==> src/rtl/nibble_serial_adder.sv <==
`default_nettype none
// ============================================================================
// Module   : nibble_serial_adder (with its 4-bit full_adder slice)
// Brief    : WIDTH-bit adder that reuses one 4-bit slice, one nibble per clock,
//            LSB nibble first, with valid/ready handshakes on both sides.
//            Define NSA_OVERFLOW_EN to add the registered signed-overflow port.
// Revision : 1.0 - initial release
// ============================================================================

module full_adder (
  input  logic [3:0] a,
  input  logic [3:0] b,
  input  logic       cin,
  output logic [3:0] sum,
  output logic       cout
);

  assign {cout, sum} = {1'b0, a} + {1'b0, b} + {4'b0000, cin};

endmodule

module nibble_serial_adder #(
  parameter int WIDTH = 16
) (
  input  logic             clk,
  input  logic             rst_n,
  input  logic             in_valid,
  output logic             in_ready,
  input  logic [WIDTH-1:0] op_a,
  input  logic [WIDTH-1:0] op_b,
  input  logic             cin,
  output logic             out_valid,
  input  logic             out_ready,
  output logic [WIDTH-1:0] sum,
  output logic             cout
`ifdef NSA_OVERFLOW_EN
  ,
  output logic             ovf
`endif
);

  localparam int NIBBLES = WIDTH / 4;
  localparam int CNT_W   = (NIBBLES > 1) ? $clog2(NIBBLES) : 1;
  localparam logic [CNT_W-1:0] LAST_CNT = CNT_W'(NIBBLES - 1);

  generate
    if ((WIDTH < 4) || ((WIDTH % 4) != 0)) begin : g_width_check
      $error("nibble_serial_adder: WIDTH must be a positive multiple of 4");
    end
  endgenerate

  typedef enum logic [1:0] {
    IDLE = 2'd0,
    CALC = 2'd1,
    DONE = 2'd2
  } state_t;

  state_t           state_q, state_d;
  logic [WIDTH-1:0] a_sh_q, a_sh_d;
  logic [WIDTH-1:0] b_sh_q, b_sh_d;
  logic             carry_q, carry_d;
  logic [CNT_W-1:0] cnt_q, cnt_d;
  logic [WIDTH-1:0] sum_q, sum_d;
  logic             cout_q, cout_d;

  logic [3:0]       slice_sum;
  logic             slice_cout;
  logic [WIDTH+3:0] sum_cat;

`ifdef NSA_OVERFLOW_EN
  logic             a_msb_q, a_msb_d;
  logic             b_msb_q, b_msb_d;
  logic             ovf_q, ovf_d;
`endif

  full_adder u_slice (
    .a    (a_sh_q[3:0]),
    .b    (b_sh_q[3:0]),
    .cin  (carry_q),
    .sum  (slice_sum),
    .cout (slice_cout)
  );

  // New nibble enters at the top; after NIBBLES shifts nibble 0 sits at the bottom.
  assign sum_cat = {slice_sum, sum_q};

  always_comb begin
    state_d = state_q;
    a_sh_d  = a_sh_q;
    b_sh_d  = b_sh_q;
    carry_d = carry_q;
    cnt_d   = cnt_q;
    sum_d   = sum_q;
    cout_d  = cout_q;
`ifdef NSA_OVERFLOW_EN
    a_msb_d = a_msb_q;
    b_msb_d = b_msb_q;
    ovf_d   = ovf_q;
`endif
    case (state_q)
      IDLE: begin
        if (in_valid) begin
          a_sh_d  = op_a;
          b_sh_d  = op_b;
          carry_d = cin;
          cnt_d   = '0;
          state_d = CALC;
`ifdef NSA_OVERFLOW_EN
          a_msb_d = op_a[WIDTH-1];
          b_msb_d = op_b[WIDTH-1];
`endif
        end
      end
      CALC: begin
        sum_d   = sum_cat[WIDTH+3:4];
        carry_d = slice_cout;
        a_sh_d  = a_sh_q >> 4;
        b_sh_d  = b_sh_q >> 4;
        cnt_d   = cnt_q + CNT_W'(1);
        if (cnt_q == LAST_CNT) begin
          cout_d  = slice_cout;
          state_d = DONE;
`ifdef NSA_OVERFLOW_EN
          // Top slice bit is the result MSB on the final nibble.
          ovf_d   = (a_msb_q == b_msb_q) && (slice_sum[3] != a_msb_q);
`endif
        end
      end
      DONE: begin
        if (out_ready) begin
          state_d = IDLE;
        end
      end
      default: begin
        state_d = IDLE;
      end
    endcase
  end

  always_ff @(posedge clk or negedge rst_n) begin
    if (!rst_n) begin
      state_q <= IDLE;
      a_sh_q  <= '0;
      b_sh_q  <= '0;
      carry_q <= 1'b0;
      cnt_q   <= '0;
      sum_q   <= '0;
      cout_q  <= 1'b0;
`ifdef NSA_OVERFLOW_EN
      a_msb_q <= 1'b0;
      b_msb_q <= 1'b0;
      ovf_q   <= 1'b0;
`endif
    end else begin
      state_q <= state_d;
      a_sh_q  <= a_sh_d;
      b_sh_q  <= b_sh_d;
      carry_q <= carry_d;
      cnt_q   <= cnt_d;
      sum_q   <= sum_d;
      cout_q  <= cout_d;
`ifdef NSA_OVERFLOW_EN
      a_msb_q <= a_msb_d;
      b_msb_q <= b_msb_d;
      ovf_q   <= ovf_d;
`endif
    end
  end

  assign in_ready  = (state_q == IDLE);
  assign out_valid = (state_q == DONE);
  assign sum       = sum_q;
  assign cout      = cout_q;
`ifdef NSA_OVERFLOW_EN
  assign ovf       = ovf_q;
`endif

endmodule

`default_nettype wire

==> config.mk <==
export PLATFORM = sky130hd
export DESIGN_NAME = nibble_serial_adder
export DESIGN_NICKNAME = d
export VERILOG_FILES = /design/src/rtl/nibble_serial_adder.sv
export SDC_FILE = /design/constraint.sdc
export NUM_CORES = 1
export LEC_CHECK = 0
export CORE_MARGIN = 2
export CORE_UTILIZATION = 30
export CTS_BUF_LIST = sky130_fd_sc_hd__clkbuf_4 sky130_fd_sc_hd__clkbuf_8 sky130_fd_sc_hd__clkbuf_16
export CTS_CLUSTER_SIZE = 16
export DETAILED_ROUTE_END_ITERATION = 12
export GPL_TIMING_DRIVEN = 0
export PLACE_DENSITY_LB_ADDON = 0.1
export SLEW_MARGIN = 20
export SYNTH_ARGS = -nofsm -noshare
export SYNTH_HDL_FRONTEND = slang
export SYNTH_SLANG_ARGS = --single-unit
export TNS_END_PERCENT = 100
==> constraint.sdc <==
create_clock -name clk -period 4.1 [get_ports clk]
set_input_delay 0.615 -clock clk [delete_from_list [all_inputs] [get_ports clk]]
set_output_delay 0.615 -clock clk [all_outputs]
set_load 0.01 [all_outputs]
==> summary.txt, run 1 <==
Pwr
  – Clock group share of total power: 15.3%
  – Sw Ratio: 38.5%
  – Pint: 1480 uW
  – Reg power frac: 38.0%
  – Switching pwr: 924 uW
  – Leakage: 0.00148 uW
  – PwrDens: 704 nW/um^2
  – Comb pwr share: 46.7%
  – Worst vdd ir: 0.000214 V

Timing
  – Worst slew margin: 67.6%
  – Fmax: 432 MHz
  – Min Tclk post-route: 2.32 ns
  – Max Slew Vio Count: 0
  – Final Skew: 0.00997 ns
  – Fin. Hold Viols: 0
  – Final setup fails: 0
  – Worst slew pin tran: 0.486 ns
  – Final Cycle Share: 56.5%
  – RSZ-0062 raised after global routing: no
  – Setup TNS: 0 ns

Final layout
  – Ant diodes: 0
  – Nets@finish: 376
  – Most common cell after layout, fill and taps aside: nand2_1
  – Fin cells: 438
  – Layout cells sized above 1: 8.11%
  – Most frequent cells in the layout: nand2_1 (56), dfrtp_1 (54), clkdlybuf4s50_1 (54)
  – Synth-to-layout area growth: 31.2%
  – Register area: 1350 sq um
  – Fillers: 859
  – Area of the multi-input gates: 1110 sq um

Clock network
  – CTS Hold Bufs: 0
  – CTS buffer count: 5
  – CTS resizes: 0
  – Worst-Skew Late Latency: 0.31 ns
  – H-tree depth: 2
  – Num Clock Sinks: 54
  – CTS tree: built
  – Clock-pin slew on the worst setup and hold paths: 0.10 ns
  – Root Buffer: clkbuf_8
  – Post-CTS setup buffers: 0
  – CTS max path bufs: 2

Logic synthesis
  – Seq/Total Area, Yosys: 52.0%
  – Mean Syn Cell Area: 9.63 sq um
  – Largest cells by area after synthesis: dfrtp_1 (52%), nand2_1 (8.1%), a22oi_1 (6.6%)
  – Syn Inst Count: 270
  – Synthesized area: 2600 sq um
  – Syn Nets: 313
  – Yosys Warn Count: 0
  – Distinct cells, synth: 33
  – #FFs+latches synth: 54
  – Post-synth top area share: 52.0%
  – Area leader, netlist: dfrtp_1

Detailed routing
  – Met2 wire length: 3.19 mm
  – DR WL/cell: 15.6 um
  – DR vias/cell: 4.90
  – Top sig layer: met4
  – Routed WL: 6.82 mm
  – Vias post-DR: 2148
  – DRT Pass-1 Iters: 4
  – DRT antenna net count: 0
  – WL met3: 259 um
  – Iter 0 DRT Violations: 85
  – DRC violations left: 0
  – WL met1: 3.32 mm

Die
  – Row cnt: 33
  – I/O pin total: 56
  – Die X: 97.1 um
  – Die H: 97.1 um
  – Core region area: 8300 sq um
  – Starting Density: 31.3%
  – Die area: 9430 sq um

Global route
  – First-pass GRT wire length: 11.5 mm
  – Global route overflow: 0
  – Largest net degree at the start of global routing: 31
  – GRT Resource Usage Total: 15.1%
  – Antenna violations before repair: 0
  – Vias in the first global route: 2253

Placed design
  – GPL Wtd Cong: 0.716
  – Detail Placement HPWL: 4.90 mm
  – I/O Buffers: 55
  – Placed insts: 431

Setup path
  – Worst setup path class: register to primary output
  – Worst setup path startpoint: state_q[1]$_DFFE_PN0P_
  – Worst r2r path cells: 6
  – Worst r2r src: a_sh_q[0]$_DFFE_PN0P_
  – Crit Path Max Fanout: 10
  – WP data required: 3.48 ns
  – Setup crit end kind: primary output
  – Critical path data arrival time: 1.70 ns
  – CP startpoint kind: register

Worst hold path
  – HP Class: primary input to asynchronous set/reset pin

Run status
  – Status: complete, no violations

Run
  – Max_cap viols: 0
==> final cells by class <==
cell class	count	share of cell area, %
Buffer	20	3.34
Clock buffer	6	2.42
Clock inverter	1	0.880
Inverter	6	0.660
Multi-Input combinational cell	190	32.6
Sequential cell	54	39.6
Tap cell	105	3.85
Timing Repair Buffer	56	16.6
==> flip-flops by register name, indices dropped and copies added, names as in the netlist <==
name / count
a_sh_q: 16
b_sh_q: 16
sum: 16
cnt_q: 2
state_q: 2
carry_q: 1
cout: 1
==> power by group through the flow <==
stage	Sequential [uW]	Clock, uW	Combinational (uW)
5_1_grt	949	401	1270
4_1_cts	917	385	1140
3_5_place_dp	929	0	1140
3_3_place_gp	920	0	1110
2_1_floorplan	918	0	689
6_report	913	367	1120
==> worst max-delay path, cell delays in order, from the launching register on <==
cell	delay, ns
dfrtp_1	0.38
buf_2	0.25
nor2b_1	0.21
clkdlybuf4s50_1	0.56
==> through the flow <==
step	util [%]	setup slack, ns	cell area [sq um]	hold WS [ns]	power [uW]
final	41.1	1.78	3410	0.207	2400
after global routing	41.1	1.67	3410	0.225	2620
after CTS	41.1	1.74	3410	0.215	2440
after detailed placement	39.8	1.98	3300	0.468	2070
after global placement	39.5	0.535	3280	0.459	2030
after floorplan	-	2.60	2600	0.319	1610
==> per-layer routing <==
metal  up-vias  track usage [%]
met5         -                0
met4         0             2.93
met3         4             2.59
met2        51             24.9
met1      1036             21.0
li1       1057                -
==> cell families (layout without fill, tap and decap cells) <==
kind of cell,after synthesis,count (layout),share of synthesized area (%)
adder cells (fa/ha/maj),6,6,3.47
XOR/XNOR,1,1,0.337
flip-flops,54,54,52.0
buffers and inverters,26,89,5.25
AO/OA/AOI/OAI,92,92,21.8
AND/OR/NAND/NOR,91,91,17.2
==> cells in the mapped netlist <==
library cell   n
buf_6          2
ha_1           4
buf_4          3
a21oi_1       23
nand2_1       56
o21ai_0       26
inv_1          6
buf_2          9
or3_1          1
o211ai_1       2
o2bb2ai_1      1
clkbuf_1       5
nor2_1         4
nand2b_1       1
a31oi_1        1
a22o_1         5
nand3b_1       1
a221oi_2       1
nor2b_4        1
and2b_1        1
and2_1         1
a2bb2oi_1      2
and3b_1        1
dfrtp_1       54
nor2b_1       21
xor2_1         1
nand2b_4       1
a22oi_1       23
nor4bb_1       2
clkbuf_2       1
o21ai_1        7
fa_1           2
o21bai_1       1
==> final timing paths <==
kind	end	slack, ns
worst min register to register	sum[0]$_DFFE_PN0N_	0.48
worst min-delay path	sum[11]$_DFFE_PN0N_	0.21
min in group clk	sum[0]$_DFFE_PN0N_	0.48
worst max register to register	carry_q$_DFFE_PN0P_	2.44
worst max-delay path	out_valid	1.78
max in group asynchronous	a_sh_q[8]$_DFFE_PN0P_	3.41
(Power assumes the default switching activity.)
==> run 2, diff against run 1 <==
- clock period: 4.1 -> 2.05 ns (I/O delays scaled with it)
==> run 2 against run 1 <==
  * Core utilization rose by 0.15 points
  * Total power rose by 100%
  * Sequential power rose by 100%
  * Critical path type unchanged
  * Non-clock buffer count rose by 1
  * Clock skew fell by 0.00082 ns
  * Clock power rose by 100%
==> summary.txt, run 2 (same netlist as run 1, synthesis figures left out) <==
Pwr
  – Reg power frac: 38.0% (about the same)
  – Clock group share of total power: 15.3% (about the same)
  – Sw Ratio: 38.5% (about the same)
  – PwrDens: 1400 nW/um^2 (was 704 nW/um^2)
  – Comb pwr share: 46.8% (was 46.7%)
  – Leakage: 0.00149 uW (was 0.00148 uW)
  – Worst vdd ir: 0.000428 V (was 0.000214 V)
  – Pint: 2960 uW (was 1480 uW)
  – Switching pwr: 1850 uW (was 924 uW)

Run
  – Max_cap viols: 0 (unchanged)

Run status
  – Status: complete, no violations (unchanged)

Die
  – Core region area: 8300 sq um (unchanged)
  – I/O pin total: 56 (unchanged)
  – Row cnt: 33 (unchanged)
  – Starting Density: 31.3% (unchanged)
  – Die H: 97.1 um (unchanged)
  – Die area: 9430 sq um (unchanged)
  – Die X: 97.1 um (unchanged)

Detailed routing
  – Routed WL: 6.83 mm (was 6.82 mm)
  – DR WL/cell: 15.6 um (about the same)
  – DRT antenna net count: 0 (unchanged)
  – Vias post-DR: 2157 (was 2148)
  – DRC violations left: 0 (unchanged)
  – DR vias/cell: 4.91 (was 4.90)
  – DRT Pass-1 Iters: 4 (unchanged)
  – Iter 0 DRT Violations: 81 (was 85)

Timing
  – Final Cycle Share: 95.4%
  – Final setup fails: 0 (unchanged)
  – Fin. Hold Viols: 0 (unchanged)
  – Final Skew: 0.00916 ns (was 0.00997 ns)
  – RSZ-0062 raised after global routing: no (unchanged)
  – Worst setup margin: 0.0947 ns (was 1.78 ns)
  – Worst slew pin tran: 0.485 ns (was 0.486 ns)
  – Max Slew Vio Count: 0 (unchanged)
  – Fmax: 511 MHz
  – Worst slew margin: 67.7% (was 67.6%)
  – Worst hold slack: 0.446 ns (was 0.207 ns)
  – Min Tclk post-route: 1.96 ns

Clock network
  – Post-CTS setup buffers: 0 (unchanged)
  – CTS max path bufs: 2 (unchanged)
  – Num Clock Sinks: 54 (unchanged)
  – H-tree depth: 2 (unchanged)
  – Worst-Skew Late Latency: 0.31 ns (about the same)
  – CTS buffer count: 5 (unchanged)
  – CTS tree: built (unchanged)
  – Root Buffer: clkbuf_8 (unchanged)
  – Clock-pin slew on the worst setup and hold paths: 0.10 ns (about the same)

Placed design
  – DP Worst Slack: 0.233 ns (was 1.98 ns)
  – Placed insts: 431 (unchanged)
  – GPL Wtd Cong: 0.716 (unchanged)
  – I/O Buffers: 55 (unchanged)
  – Detail Placement HPWL: 4.90 mm (unchanged)

Setup path
  – WP data required: 1.74 ns (was 3.48 ns)
  – Worst setup path class: register to primary output (unchanged)
  – Setup crit end kind: primary output (unchanged)
  – Critical path data arrival time: 1.65 ns (was 1.70 ns)
  – Crit Path Max Fanout: 10 (unchanged)
  – CP startpoint kind: register (unchanged)

Final layout
  – Synth-to-layout area growth: 31.7% (was 31.2%)
  – Most frequent cells in the layout: nand2_1 (56), dfrtp_1 (54), clkdlybuf4s50_1 (54) (unchanged)
  – Nets@finish: 377 (was 376)
  – Most common cell after layout, fill and taps aside: nand2_1 (unchanged)
  – Post-layout util: 41.3% (was 41.1%)
  – Layout cells sized above 1: 8.08% (was 8.11%)
  – Ant diodes: 0 (unchanged)
  – Fin cells: 439 (was 438)

Global route
  – GRT Resource Usage Total: 15.1% (unchanged)
  – First-pass GRT wire length: 11.5 mm (unchanged)
  – Largest net degree at the start of global routing: 31 (unchanged)
  – Global route overflow: 0 (unchanged)
  – Antenna violations before repair: 0 (unchanged)
  – Vias in the first global route: 2253 (unchanged)

Worst hold path
  – HP Class: primary input to asynchronous set/reset pin (unchanged)
run 2: cell count changes in the layout (fill, tap and decap cells not counted), sizes merged:
cell         change
dlygate4sd3      +1
run 2: area by class of cell:
class | count | area [sq um]
Sequential cell | 54 | 1350
Inverter | 6 | 22.5
Clock buffer | 6 | 82.6
Buffer | 20 | 116
Fill cell | 858 | 4870
Clock inverter | 1 | 30.0
Timing Repair Buffer | 57 | 578
Multi-Input combinational cell | 190 | 1110
Tap cell | 105 | 131
run 2: stage by stage:
step	power [uW]	setup TNS, ns	instance area [sq um]
floorplan	3210	0	2600
global placement	4070	-65.00	3280
detailed placement	4130	0	3300
CTS	4890	0	3420
global route	5240	0	3420
finish	4810	0	3420
run 2: final timing paths:
| path | endpoint | from | slack (ns) | cells after the start |
|---|---|---|---|---|
| max | out_valid | state_q[0]$_DFFE_PN0P_ | 0.09 | 3 |
| min | sum[11]$_DFFE_PN0N_ | rst_n | 0.45 | 2 |
| max reg2reg | carry_q$_DFFE_PN0P_ | a_sh_q[0]$_DFFE_PN0P_ | 0.39 | 6 |
| min reg2reg | sum[0]$_DFFE_PN0N_ | sum[0]$_DFFE_PN0N_ | 0.48 | 2 |
| max in group asynchronous | a_sh_q[2]$_DFFE_PN0P_ | rst_n | 1.12 | 3 |
| min in group clk | sum[0]$_DFFE_PN0N_ | sum[0]$_DFFE_PN0N_ | 0.48 | 2 |
run 2: routing by layer:
metal / vias to the layer above / share of wire, % / GRT usage [%]
met1: 1041 / 49 / 21.1
met4: 0 / 0.67 / 2.93
li1: 1057 / - / -
met2: 55 / 47 / 24.9
met3: 4 / 3.9 / 2.52
met5: - / 0 / 0
run 2: timing repair:
action,4_1_cts,5_1_grt
gates resized for setup,0,2
endpoints found under the hold margin,24,0
hold buffers,1,0
setup endpoints to repair,0,1
run 2: worst max-delay path, stage by stage, from the launching register on:
cell,delay [ns]
dfrtp_1,0.45
buf_6,0.18
nor2b_1,0.16
clkdlybuf4s50_1,0.56
run 2: power by group through the flow:
stage	registers, uW	logic [uW]	clock network, uW
floorplan	1840	1380	0
global placement	1840	2230	0
detailed placement	1860	2270	0
CTS	1830	2290	770
global route	1900	2540	803
finish	1830	2250	735
